===== src/rtl/knn_mem_pkg.sv =====
// Shared defaults and state encoding for the KNN memory read master.
package knn_mem_pkg;

  localparam int unsigned ADDR_W_DEF     = 12;
  localparam int unsigned DATA_W_DEF     = 32;
  localparam int unsigned LEN_W_DEF      = 13;
  localparam int unsigned FIFO_DEPTH_DEF = 8;

  typedef enum logic [1:0] {
    IDLE  = 2'd0,
    ISSUE = 2'd1,
    DRAIN = 2'd2
  } rd_state_e;

endpackage


===== src/rtl/knn_sync_fifo.sv =====
// First-word fall-through synchronous FIFO; head is visible whenever count is non-zero.
module knn_sync_fifo
  import knn_mem_pkg::*;
#(
  parameter int unsigned WIDTH = DATA_W_DEF,
  parameter int unsigned DEPTH = FIFO_DEPTH_DEF
) (
  input  logic                       clk,
  input  logic                       rst_n,
  input  logic                       push_i,
  input  logic [WIDTH-1:0]           data_i,
  input  logic                       pop_i,
  output logic [WIDTH-1:0]           data_o,
  output logic [$clog2(DEPTH):0]     count_o,
  output logic                       empty_o,
  output logic                       full_o
);

  localparam int unsigned PTR_W = $clog2(DEPTH);
  localparam int unsigned CNT_W = PTR_W + 1;

  logic [WIDTH-1:0] mem_q [DEPTH];
  logic [PTR_W-1:0] wr_ptr_q, wr_ptr_d;
  logic [PTR_W-1:0] rd_ptr_q, rd_ptr_d;
  logic [CNT_W-1:0] count_q, count_d;
  logic             do_push;
  logic             do_pop;

  assign empty_o = (count_q == '0);
  assign full_o  = (count_q == CNT_W'(DEPTH));
  assign count_o = count_q;
  assign data_o  = mem_q[rd_ptr_q];

  // A pop frees the head slot, so a push into a full FIFO is legal in the same cycle.
  assign do_pop  = pop_i & ~empty_o;
  assign do_push = push_i & (~full_o | do_pop);

  always_comb begin
    wr_ptr_d = wr_ptr_q;
    rd_ptr_d = rd_ptr_q;
    count_d  = count_q + CNT_W'(do_push) - CNT_W'(do_pop);
    if (do_push) wr_ptr_d = wr_ptr_q + PTR_W'(1);
    if (do_pop)  rd_ptr_d = rd_ptr_q + PTR_W'(1);
  end

  always_ff @(posedge clk or negedge rst_n) begin
    if (!rst_n) begin
      wr_ptr_q <= '0;
      rd_ptr_q <= '0;
      count_q  <= '0;
    end else begin
      wr_ptr_q <= wr_ptr_d;
      rd_ptr_q <= rd_ptr_d;
      count_q  <= count_d;
    end
  end

  // Storage carries no reset; validity is tracked by count_q alone.
  always_ff @(posedge clk) begin
    if (do_push) mem_q[wr_ptr_q] <= data_i;
  end

endmodule


===== src/rtl/knn_mem_read_master.sv =====
// Avalon-MM pipelined read master: fetches (base, len) words and streams them in order,
// issuing a request only when FIFO space is reserved for its response.
module knn_mem_read_master
  import knn_mem_pkg::*;
#(
  parameter int unsigned ADDR_W     = ADDR_W_DEF,
  parameter int unsigned DATA_W     = DATA_W_DEF,
  parameter int unsigned LEN_W      = LEN_W_DEF,
  parameter int unsigned FIFO_DEPTH = FIFO_DEPTH_DEF
) (
  input  logic                  clk,
  input  logic                  reset_n,
  input  logic                  cmd_start,
  input  logic [ADDR_W-1:0]     cmd_base,
  input  logic [LEN_W-1:0]      cmd_len,
  output logic                  busy,
  output logic                  done,
  output logic [ADDR_W-1:0]     avm_address,
  output logic                  avm_read,
  output logic [DATA_W/8-1:0]   avm_byteenable,
  input  logic                  avm_waitrequest,
  input  logic [DATA_W-1:0]     avm_readdata,
  input  logic                  avm_readdatavalid,
  output logic [DATA_W-1:0]     st_data,
  output logic                  st_valid,
  input  logic                  st_ready
);

  localparam int unsigned CNT_W = $clog2(FIFO_DEPTH) + 1;
  localparam int unsigned CR_W  = CNT_W + 1;

  rd_state_e         state_q, state_d;
  logic [ADDR_W-1:0] addr_q, addr_d;
  logic [LEN_W-1:0]  len_q, len_d;
  logic [LEN_W-1:0]  issue_cnt_q, issue_cnt_d;
  logic [LEN_W-1:0]  pop_cnt_q, pop_cnt_d;
  logic [CNT_W-1:0]  outst_q, outst_d;
  logic              read_q, read_d;
  logic              busy_q, busy_d;
  logic              done_q, done_d;

  logic              accept;
  logic              fifo_push;
  logic              fifo_pop;
  logic              fifo_empty;
  logic              fifo_full;
  logic [CNT_W-1:0]  fifo_count;
  logic [LEN_W-1:0]  issue_cnt_nxt;
  logic [LEN_W-1:0]  pop_cnt_nxt;
  logic [CR_W-1:0]   credits_nxt;

  assign accept        = read_q & ~avm_waitrequest;
  assign fifo_push     = avm_readdatavalid & (state_q != IDLE);
  assign fifo_pop      = st_valid & st_ready;
  assign issue_cnt_nxt = issue_cnt_q + LEN_W'(accept);
  assign pop_cnt_nxt   = pop_cnt_q + LEN_W'(fifo_pop);
  // Slots held next cycle: buffered words plus requests still awaiting data.
  assign credits_nxt   = CR_W'(fifo_count) + CR_W'(outst_q) + CR_W'(accept) - CR_W'(fifo_pop);

  knn_sync_fifo #(
    .WIDTH (DATA_W),
    .DEPTH (FIFO_DEPTH)
  ) u_fifo (
    .clk     (clk),
    .rst_n   (reset_n),
    .push_i  (fifo_push),
    .data_i  (avm_readdata),
    .pop_i   (fifo_pop),
    .data_o  (st_data),
    .count_o (fifo_count),
    .empty_o (fifo_empty),
    .full_o  (fifo_full)
  );

  assign st_valid       = ~fifo_empty;
  assign avm_address    = addr_q;
  assign avm_read       = read_q;
  assign busy           = busy_q;
  assign done           = done_q;
  assign avm_byteenable = '1;

  always_ff @(posedge clk or negedge reset_n) begin
    if (!reset_n) state_q <= IDLE;
    else          state_q <= state_d;
  end

  always_comb begin
    state_d = state_q;
    case (state_q)
      IDLE:    if (cmd_start && (cmd_len != '0)) state_d = ISSUE;
      ISSUE:   if (issue_cnt_nxt == len_q)      state_d = DRAIN;
      DRAIN:   if (pop_cnt_nxt == len_q)        state_d = IDLE;
      default: state_d = IDLE;
    endcase
  end

  always_comb begin
    addr_d      = addr_q;
    len_d       = len_q;
    issue_cnt_d = issue_cnt_q;
    pop_cnt_d   = pop_cnt_q;
    busy_d      = busy_q;
    done_d      = 1'b0;
    read_d      = 1'b0;
    outst_d     = outst_q + CNT_W'(accept) - CNT_W'(fifo_push);
    case (state_q)
      IDLE: begin
        if (cmd_start) begin
          if (cmd_len == '0) begin
            done_d = 1'b1;
          end else begin
            addr_d      = cmd_base;
            len_d       = cmd_len;
            issue_cnt_d = '0;
            pop_cnt_d   = '0;
            busy_d      = 1'b1;
          end
        end
      end
      ISSUE, DRAIN: begin
        issue_cnt_d = issue_cnt_nxt;
        pop_cnt_d   = pop_cnt_nxt;
        if (accept) addr_d = addr_q + ADDR_W'(1);
        if ((state_q == DRAIN) && (pop_cnt_nxt == len_q)) begin
          busy_d = 1'b0;
          done_d = 1'b1;
        end
      end
      default: ;
    endcase
    // A stalled request stays on the bus unchanged until the slave takes it.
    if (read_q && avm_waitrequest) begin
      read_d = 1'b1;
    end else begin
      read_d = (state_d == ISSUE) && (issue_cnt_d < len_d) &&
               (credits_nxt < CR_W'(FIFO_DEPTH));
    end
  end

  always_ff @(posedge clk or negedge reset_n) begin
    if (!reset_n) begin
      addr_q      <= '0;
      len_q       <= '0;
      issue_cnt_q <= '0;
      pop_cnt_q   <= '0;
      outst_q     <= '0;
      read_q      <= 1'b0;
      busy_q      <= 1'b0;
      done_q      <= 1'b0;
    end else begin
      addr_q      <= addr_d;
      len_q       <= len_d;
      issue_cnt_q <= issue_cnt_d;
      pop_cnt_q   <= pop_cnt_d;
      outst_q     <= outst_d;
      read_q      <= read_d;
      busy_q      <= busy_d;
      done_q      <= done_d;
    end
  end

  a_no_overflow: assert property (@(posedge clk) disable iff (!reset_n)
    !(fifo_push && fifo_full && !fifo_pop));

endmodule


===== config.mk =====
export PLATFORM = sky130hd
export DESIGN_NAME = knn_mem_read_master
export DESIGN_NICKNAME = d
export VERILOG_FILES = /design/src/rtl/knn_mem_pkg.sv /design/src/rtl/knn_sync_fifo.sv /design/src/rtl/knn_mem_read_master.sv
export SDC_FILE = /design/constraint.sdc
export NUM_CORES = 1
export LEC_CHECK = 0
export CAP_MARGIN = 20
export CORE_ASPECT_RATIO = 0.75
export CORE_MARGIN = 2
export CORE_UTILIZATION = 43
export DETAILED_ROUTE_END_ITERATION = 12
export HOLD_SLACK_MARGIN = 0.1
export SYNTH_ARGS = -nofsm -noshare
export SYNTH_HDL_FRONTEND = slang
export SYNTH_SLANG_ARGS = --single-unit

===== constraint.sdc =====
create_clock -name clk -period 6.6 [get_ports clk]
set_input_delay 1.65 -clock clk [delete_from_list [all_inputs] [get_ports clk]]
set_output_delay 1.65 -clock clk [all_outputs]
set_load 0.05 [all_outputs]

==> metrics.md, run 1 <==
| Metric | Value |
|---|---|
| Largest cells by area after synthesis | `edfxtp_1 52%, dfrtp_1 12%, mux4_2 9.8%` |
| Fmax | `197.2 MHz` |
| Setup crit end kind | `register` |
| Port Buf Inserts | `110` |
| Xor and xnor fraction of the mapped netlist area | `0.02747` |
| Post-CTS Setup Inserts | `0` |
| Detail Placement HPWL | `20330 um` |
| DR pass1 iterations | `5` |
| Worst stage delay on the critical path | `540 ps` |
| Reg2reg start | `avm_read` |
| Antenna viol nets, final | `0` |
| Total CTS buffers | `35` |
| Vias | `8254` |
| Clock Pin Slew Worst Setup and Hold Paths | `60 ps` |
| Final min period | `5072 ps` |
| Adder-cell share of the synthesized area | `0.03771` |
| Slowest cell on the critical path | `nor2b_1` |
| Clock Latency Late Sink | `520 ps` |
| Most used cell, CP | `ha_1` |
| Die W | `217.2 um` |
| I/O Pins | `115` |
| Post-layout instance area | `17310 um2` |
| Endpoints failing hold | `0` |
| Die Height | `163.9 um` |
| Synth Area in Compound Gates | `0.06561` |
| Starting Density | `0.4374` |
| Layout cells sized above 1 | `0.1803` |
| Peak VDD IR | `0.2828 mV` |
| First-pass GRT wire length | `49290 um` |
| TNS Setup | `0 ps` |
| CTS root buffer | `clkbuf_16` |
| Congestion Overflow GR | `0` |
| Relative slew slack | `0.2811` |
| Core area | `33530 um2` |
| Most frequent cells after synthesis | `256 x edfxtp_1, 70 x dfrtp_1, 64 x mux4_2` |
| Max-cap viol count | `0` |
| Leak | `6.297 nW` |
| Mux cell area share after synthesis | `0.1334` |
| Crit. Startpoint | `avm_waitrequest` |
| Register area share after synthesis | `0.6437` |
| CP Buf/Inv Count | `1` |
| Clk sinks | `326` |
| Average wire per standard cell | `20.98 um` |
| Fin nets | `1157` |
| Synth Area in Simple Gates | `0.06135` |
| Final clock skew | `18.98 ps` |
| Largest family of logic cells by synthesized area | `multiplexers` |
| Row cnt | `58` |
| Synth Flop Type | `edfxtp_1` |
| Min-Delay Startpoint | `u_fifo.wr_ptr_q[2]` |
| Final setup viols | `0` |
| CTS tree | `built` |
| Final Core Density | `0.5164` |
| Post-Synthesis Cells | `937` |
| CP Cell Sequence | `clkdlybuf4s50_1 -> nor2b_1 -> ha_1 -> ha_1 -> and3_1 -> nand3_1 -> and2_1 -> o21ai_0 -> o31ai_1 -> ha_1 -> a21o_1 -> a21o_1 -> a21oi_1 -> o21ai_0 -> a21oi_1 -> a41o_1` |
| DP Area | `16240 um2` |
| # resized after CTS | `0` |
| Post-synth cell types | `74` |
| Maximum number of pins on one net before global-route repair | `71` |
| RSZ-0062 raised after global routing | `false` |
| Worst EP arrival | `5520 ps` |
| Mapped Area | `14660 um2` |
| Period utilization | `0.7685` |
| Die footprint | `35610 um2` |
| Initial antenna violation count | `1` |
| Setup WS pre-CTS | `1091 ps` |
| Final worst setup slack | `1528 ps` |
| Post-route DRC | `0` |
| Share of the synthesized area in the top cell type | `0.5242` |
| Final Slew Violations | `0` |
| Outcome | `finished clean` |
| Top delay family on crit path | `simple AND/OR/NAND/NOR gates` |
| Critical path class | `input pin to register` |
| Vias in the first global route | `8329` |
| Fillcell total | `2805` |
| Synth Area per Inst | `15.65 um2` |
| Hold buffer count at cts | `0` |
| 1st-iter DRT viols | `575` |
| Maximum fanout along the worst path | `9` |
| CTS H-tree depth | `2` |
| CTS Buffer Depth | `3` |
| Most frequent cell after synthesis | `edfxtp_1` |
| Hold crit path type | `register to register` |
| Worst Tran Pin Value | `1078 ps` |
| PnR Total Power | `7.080 mW` |
| Ys async rst share | `0.2147` |
| WL final | `32040 um` |
| Synthesized flop and latch total | `326` |
| Post-synth EDFFs | `256` |
| Startpoint Class | `input pin` |
| GP Congestion | `0.8765` |
| Power density over the cells | `408.9 nW/um2` |
| CP required | `7050 ps` |
| Post-synth top area cell | `edfxtp_1` |
| Yosys Warn Count | `0` |
| Area grow syn2layout | `18.06%` |
| Reg-to-reg setup timing slack | `2680 ps` |
| All-Layer GR Usage | `0.1836` |
| Vias per cell | `5.405` |
worst paths after layout:
kind / end / depth (start not counted)
max in group asynchronous: u_fifo.rd_ptr_q[0] / 1
max reg2reg: avm_read / 15
min in group asynchronous: avm_address[5] / 1
min reg2reg: u_fifo.wr_ptr_q[2] / 1
min: u_fifo.wr_ptr_q[2] / 1
max: avm_read / 16
cells by family (layout without fill, tap and decap cells):
logic type | after synthesis | in the layout
flip-flops | 326 | 326
AND/OR/NAND/NOR | 165 | 165
AO/OA/AOI/OAI | 149 | 149
multiplexers | 111 | 111
buffers and inverters | 96 | 232
XOR/XNOR | 46 | 46
adder cells (fa/ha/maj) | 43 | 43
other | 1 | 5
layer usage:
| layer | vias to the layer above | wire (um) | GRT usage |
|---|---|---|---|
| met5 | - | 0 | 0 |
| met4 | 0 | 507 | 0.04483 |
| met3 | 37 | 1672 | 0.03519 |
| met2 | 186 | 14030 | 0.2700 |
| met1 | 4178 | 15840 | 0.2809 |
| li1 | 3853 | - | - |
power breakdown:
group | leakage, nW | switching, mW | internal (mW)
Clock | 0.523 | 0.782 | 1.06
Combinational | 2.52 | 1.39 | 1.07
Sequential | 3.25 | 0.243 | 2.54
Total | 6.30 | 2.41 | 4.67
through the flow:
step	hold slack (ps)	instances
2_1_floorplan	457.4	940
6_report	492.3	1527
5_1_grt	507.3	1526
3_5_place_dp	479.0	1464
4_1_cts	492.1	1526
3_3_place_gp	476.3	1464
flip-flops by register name (all words and copies together) (netlist names):
name and count:
u_fifo.wr_ptr_q 3, state_q 2, avm_read 1, u_fifo.rd_ptr_q 3, pop_cnt_q 13, u_fifo.count_o 4, len_q 13, done 1
issue_cnt_q 13, outst_q 4, u_fifo.mem_q 256, avm_address 12, busy 1
cells in the final DEF, fill, tap and decap left out, types with 3 or more instances in the layout:
cell type	count
edfxtp_1	256
clkdlybuf4s50_1	109
dfrtp_1	67
mux4_2	64
inv_1	46
ha_1	41
o21ai_0	40
mux2_2	36
nand2_1	36
clkbuf_16	35
xnor2_1	31
a21oi_1	30
nor2_1	28
nand3_1	17
xor2_1	15
buf_4	14
nand4_1	13
o31ai_1	13
and3_1	12
mux2i_1	11
o22ai_1	11
a21o_1	10
clkbuf_1	9
clkinv_2	8
nand2b_1	7
nor3_1	6
nor2_4	6
and2_1	5
a31oi_1	5
or3_1	5
nor2b_1	5
clkinv_1	5
o21ai_1	4
a22o_1	4
conb_1	4
and4_1	3
o211ai_1	3
nor4_1	3
a31o_2	3
worst register-to-register path, cell delays in order (launching register included):
cell     delay, ps
dfrtp_1        370
nor2b_1        570
ha_1           370
ha_1           270
and3_1         330
nand3_1        180
and2_1         210
o21ai_0        130
o31ai_1        110
ha_1           340
a21o_1         190
a21o_1         170
a21oi_1        160
o21ai_0        110
a21oi_1        160
a41o_1         190
cell type report:
cell class	count	area, um2	share of cell area
diodes	1	2.502	0.0001445
clock buffers	44	909.6	0.05254
clock inverters	18	158.9	0.009178
inverters	46	172.7	0.009973
multi-input cells	518	4845	0.2798
flip-flops and latches	326	9445	0.5456
well taps	450	563.0	0.03252
repair buffers	124	1216	0.07025
Power figures use the tool's default switching activity.
==> run 2, diff against run 1 <==
==> constraint.sdc (replaced) <==
create_clock -name clk -period 4.71 [get_ports clk]
set_input_delay 1.1775 -clock clk [delete_from_list [all_inputs] [get_ports clk]]
set_output_delay 1.1775 -clock clk [all_outputs]
set_load 0.05 [all_outputs]
==> run 2 against run 1 <==
  * Critical path depth shrank 12
  * Wire length grew 2.2%
  * Clock skew shrank 9.7 ps
  * Power grew 41%
  * Non-clock buffer count grew 14
  * Flip-flop and latch count is the same
  * Critical path type is now register to output port
  * Die area is the same
  * Hold slack gained 1.2 ps
  * Combinational power grew 47%
  * Utilization grew 0.45 points
  * Sequential share of layout area shrank 0.47 points
==> metrics.md, run 2 (synthesized netlist as in run 1, its figures left out) <==
| Metric | Value |
|---|---|
| Diode count | `0 (-1)` |
| Port Buf Inserts | `110 (unchanged)` |
| First-pass GRT wire length | `51560 um (+4.6%)` |
| Hold buffer count at cts | `0 (unchanged)` |
| Vias | `8407 (+1.9%)` |
| CP required | `3530 ps (-3520 ps)` |
| Switching Fraction | `0.3385 (-0.002465)` |
| Reg area | `9445 um2 (unchanged)` |
| Int Pwr | `6.624 mW (+42%)` |
| Most common cell after layout, fill and taps aside | `edfxtp_1` |
| Clock Latency Late Sink | `510 ps (about the same)` |
| Number of flip-flops under the largest register name | `256 (unchanged)` |
| Final clock skew | `9.246 ps (-9.733 ps)` |
| Post-layout instance area | `17460 um2 (+0.87%)` |
| Non-Filler Instances | `1538 (+0.72%)` |
| DP Area | `16400 um2 (+0.96%)` |
| Multi-input gate area | `4845 um2 (unchanged)` |
| Leak | `6.380 nW (+1.3%)` |
| Average wire per standard cell | `21.29 um (+1.4%)` |
| Relative slew slack | `0.4864 (+0.2053)` |
| Peak VDD IR | `0.4421 mV (+56%)` |
| Startpoint Class | `register` |
| Fmax | `231.7 MHz` |
| Outcome | `finished clean` |
| Fin Hold WS | `493.6 ps (+1.248 ps)` |
| Flop pwr share | `0.381 (-0.012)` |
| Final min period | `4315 ps` |
| Commonest non-fill, non-tap cells in the layout | `256 x edfxtp_1, 109 x clkdlybuf4s50_1, 67 x dfrtp_1` |
| Endpoints failing hold | `0 (unchanged)` |
| Clk network pwr share | `0.259 (about the same)` |
| CTS Buffer Depth | `3 (unchanged)` |
| Clk sinks | `326 (unchanged)` |
| TNS Setup | `0 ps (unchanged)` |
| Starting Density | `0.4374 (unchanged)` |
| Max-cap viol count | `0 (unchanged)` |
| Setup crit end kind | `output port` |
| Final setup viols | `0 (unchanged)` |
| Initial antenna violation count | `1 (unchanged)` |
| Sw power | `3.390 mW (+40%)` |
| Final Slew Violations | `0 (unchanged)` |
| All-Layer GR Usage | `0.1907 (+0.007064)` |
| CTS H-tree depth | `2 (unchanged)` |
| Maximum number of pins on one net before global-route repair | `51 (-28%)` |
| Clock Pin Slew Worst Setup and Hold Paths | `60 ps (about the same)` |
| # resized after CTS | `0 (unchanged)` |
| Dpl cells | `1478 (+0.96%)` |
| Post-CTS Setup Inserts | `0 (unchanged)` |
| Total CTS buffers | `35 (unchanged)` |
| CTS root buffer | `clkbuf_16` |
| Vias in the first global route | `8443 (+1.4%)` |
| Hold crit path type | `register to register` |
| Row cnt | `58 (unchanged)` |
| I/O Pins | `115 (unchanged)` |
| Critical path class | `register to output port` |
| WL final | `32740 um (+2.2%)` |
| GP Congestion | `0.8887 (+1.4%)` |
| Antenna viol nets, final | `0 (unchanged)` |
| Area grow syn2layout | `19.10%` |
| CTS tree | `built` |
| RSZ-0062 raised after global routing | `false` |
| Fillcell total | `2789 (-0.57%)` |
| Period utilization | `0.9162` |
| Congestion Overflow GR | `0 (unchanged)` |
| Vias per cell | `5.466 (+1.1%)` |
| Worst EP arrival | `3140 ps (-2380 ps)` |
| Die footprint | `35610 um2 (unchanged)` |
| Biggest register | `u_fifo.mem_q` |
| Maximum fanout along the worst path | `23 (+14)` |
| Core area | `33530 um2 (unchanged)` |
| Post-route DRC | `0 (unchanged)` |
| 1st-iter DRT viols | `688 (+20%)` |
| DR pass1 iterations | `5 (unchanged)` |
| Fin nets | `1171 (+1.2%)` |
| Die Height | `163.9 um (unchanged)` |
| Comb pwr share | `0.360 (+0.013)` |
| Die W | `217.2 um (unchanged)` |
| Worst Tran Pin Value | `770.4 ps (-307.9 ps)` |
| Layout cells sized above 1 | `0.1884 (+0.008122)` |
| PnR Total Power | `10.01 mW (+41%)` |
| Detail Placement HPWL | `20990 um (+3.2%)` |
| Power density over the cells | `573.4 nW/um2 (+40%)` |
## run 2: final cells by class
cell class / instances / area share
Sequential cell: 326 / 0.5408
Clock inverter: 14 / 0.007379
Timing Repair Buffer: 138 / 0.07852
Tap cell: 450 / 0.03224
Multi-Input combinational cell: 518 / 0.2774
Inverter: 46 / 0.009887
Clock buffer: 46 / 0.05373
## run 2: final timing paths
kind                                         start                  to  slack [ps]  cells after the start
worst max-delay path            u_fifo.rd_ptr_q[0]         st_data[28]         390                      4
worst min-delay path            u_fifo.wr_ptr_q[2]  u_fifo.wr_ptr_q[2]         490                      1
worst max register to register          state_q[1]            avm_read        1100                     12
worst min register to register  u_fifo.wr_ptr_q[2]  u_fifo.wr_ptr_q[2]         490                      1
max in group asynchronous                  reset_n            len_q[0]        3220                      2
min in group asynchronous                  reset_n      avm_address[3]         670                      1
## run 2: power by group through the flow
| stage | combinational [mW] | sequential [mW] | clock (mW) |
|---|---|---|---|
| floorplan | 2.66 | 3.72 | 0 |
| CTS | 3.67 | 3.82 | 2.66 |
| detailed placement | 3.66 | 3.88 | 0 |
| global placement | 3.64 | 3.86 | 0 |
| global route | 3.89 | 3.87 | 2.78 |
| finish | 3.61 | 3.81 | 2.60 |
## run 2: per-layer routing
| layer | vias to the layer above | wire [um] | GRT usage |
|---|---|---|---|
| met1 | 4311 | 16550 | 0.3034 |
| li1 | 3890 | - | - |
| met4 | 2 | 463 | 0.04203 |
| met5 | - | 13 | 0 |
| met3 | 32 | 1512 | 0.03130 |
| met2 | 172 | 14210 | 0.2730 |
## run 2: critical path, stage by stage, from the launching register on
cell and delay, ps:
dfrtp_4 750, buf_4 310, mux4_2 510, mux2_2 320
clkdlybuf4s50_1 710
## run 2: stage by stage
stage / setup WS [ps] / util
finish: 394.7 / 0.5209
global placement: 234.2 / 0.4891
global route: 239.4 / 0.5209
floorplan: 89.55 / -
CTS: 331.3 / 0.5209
detailed placement: 231.6 / 0.4891
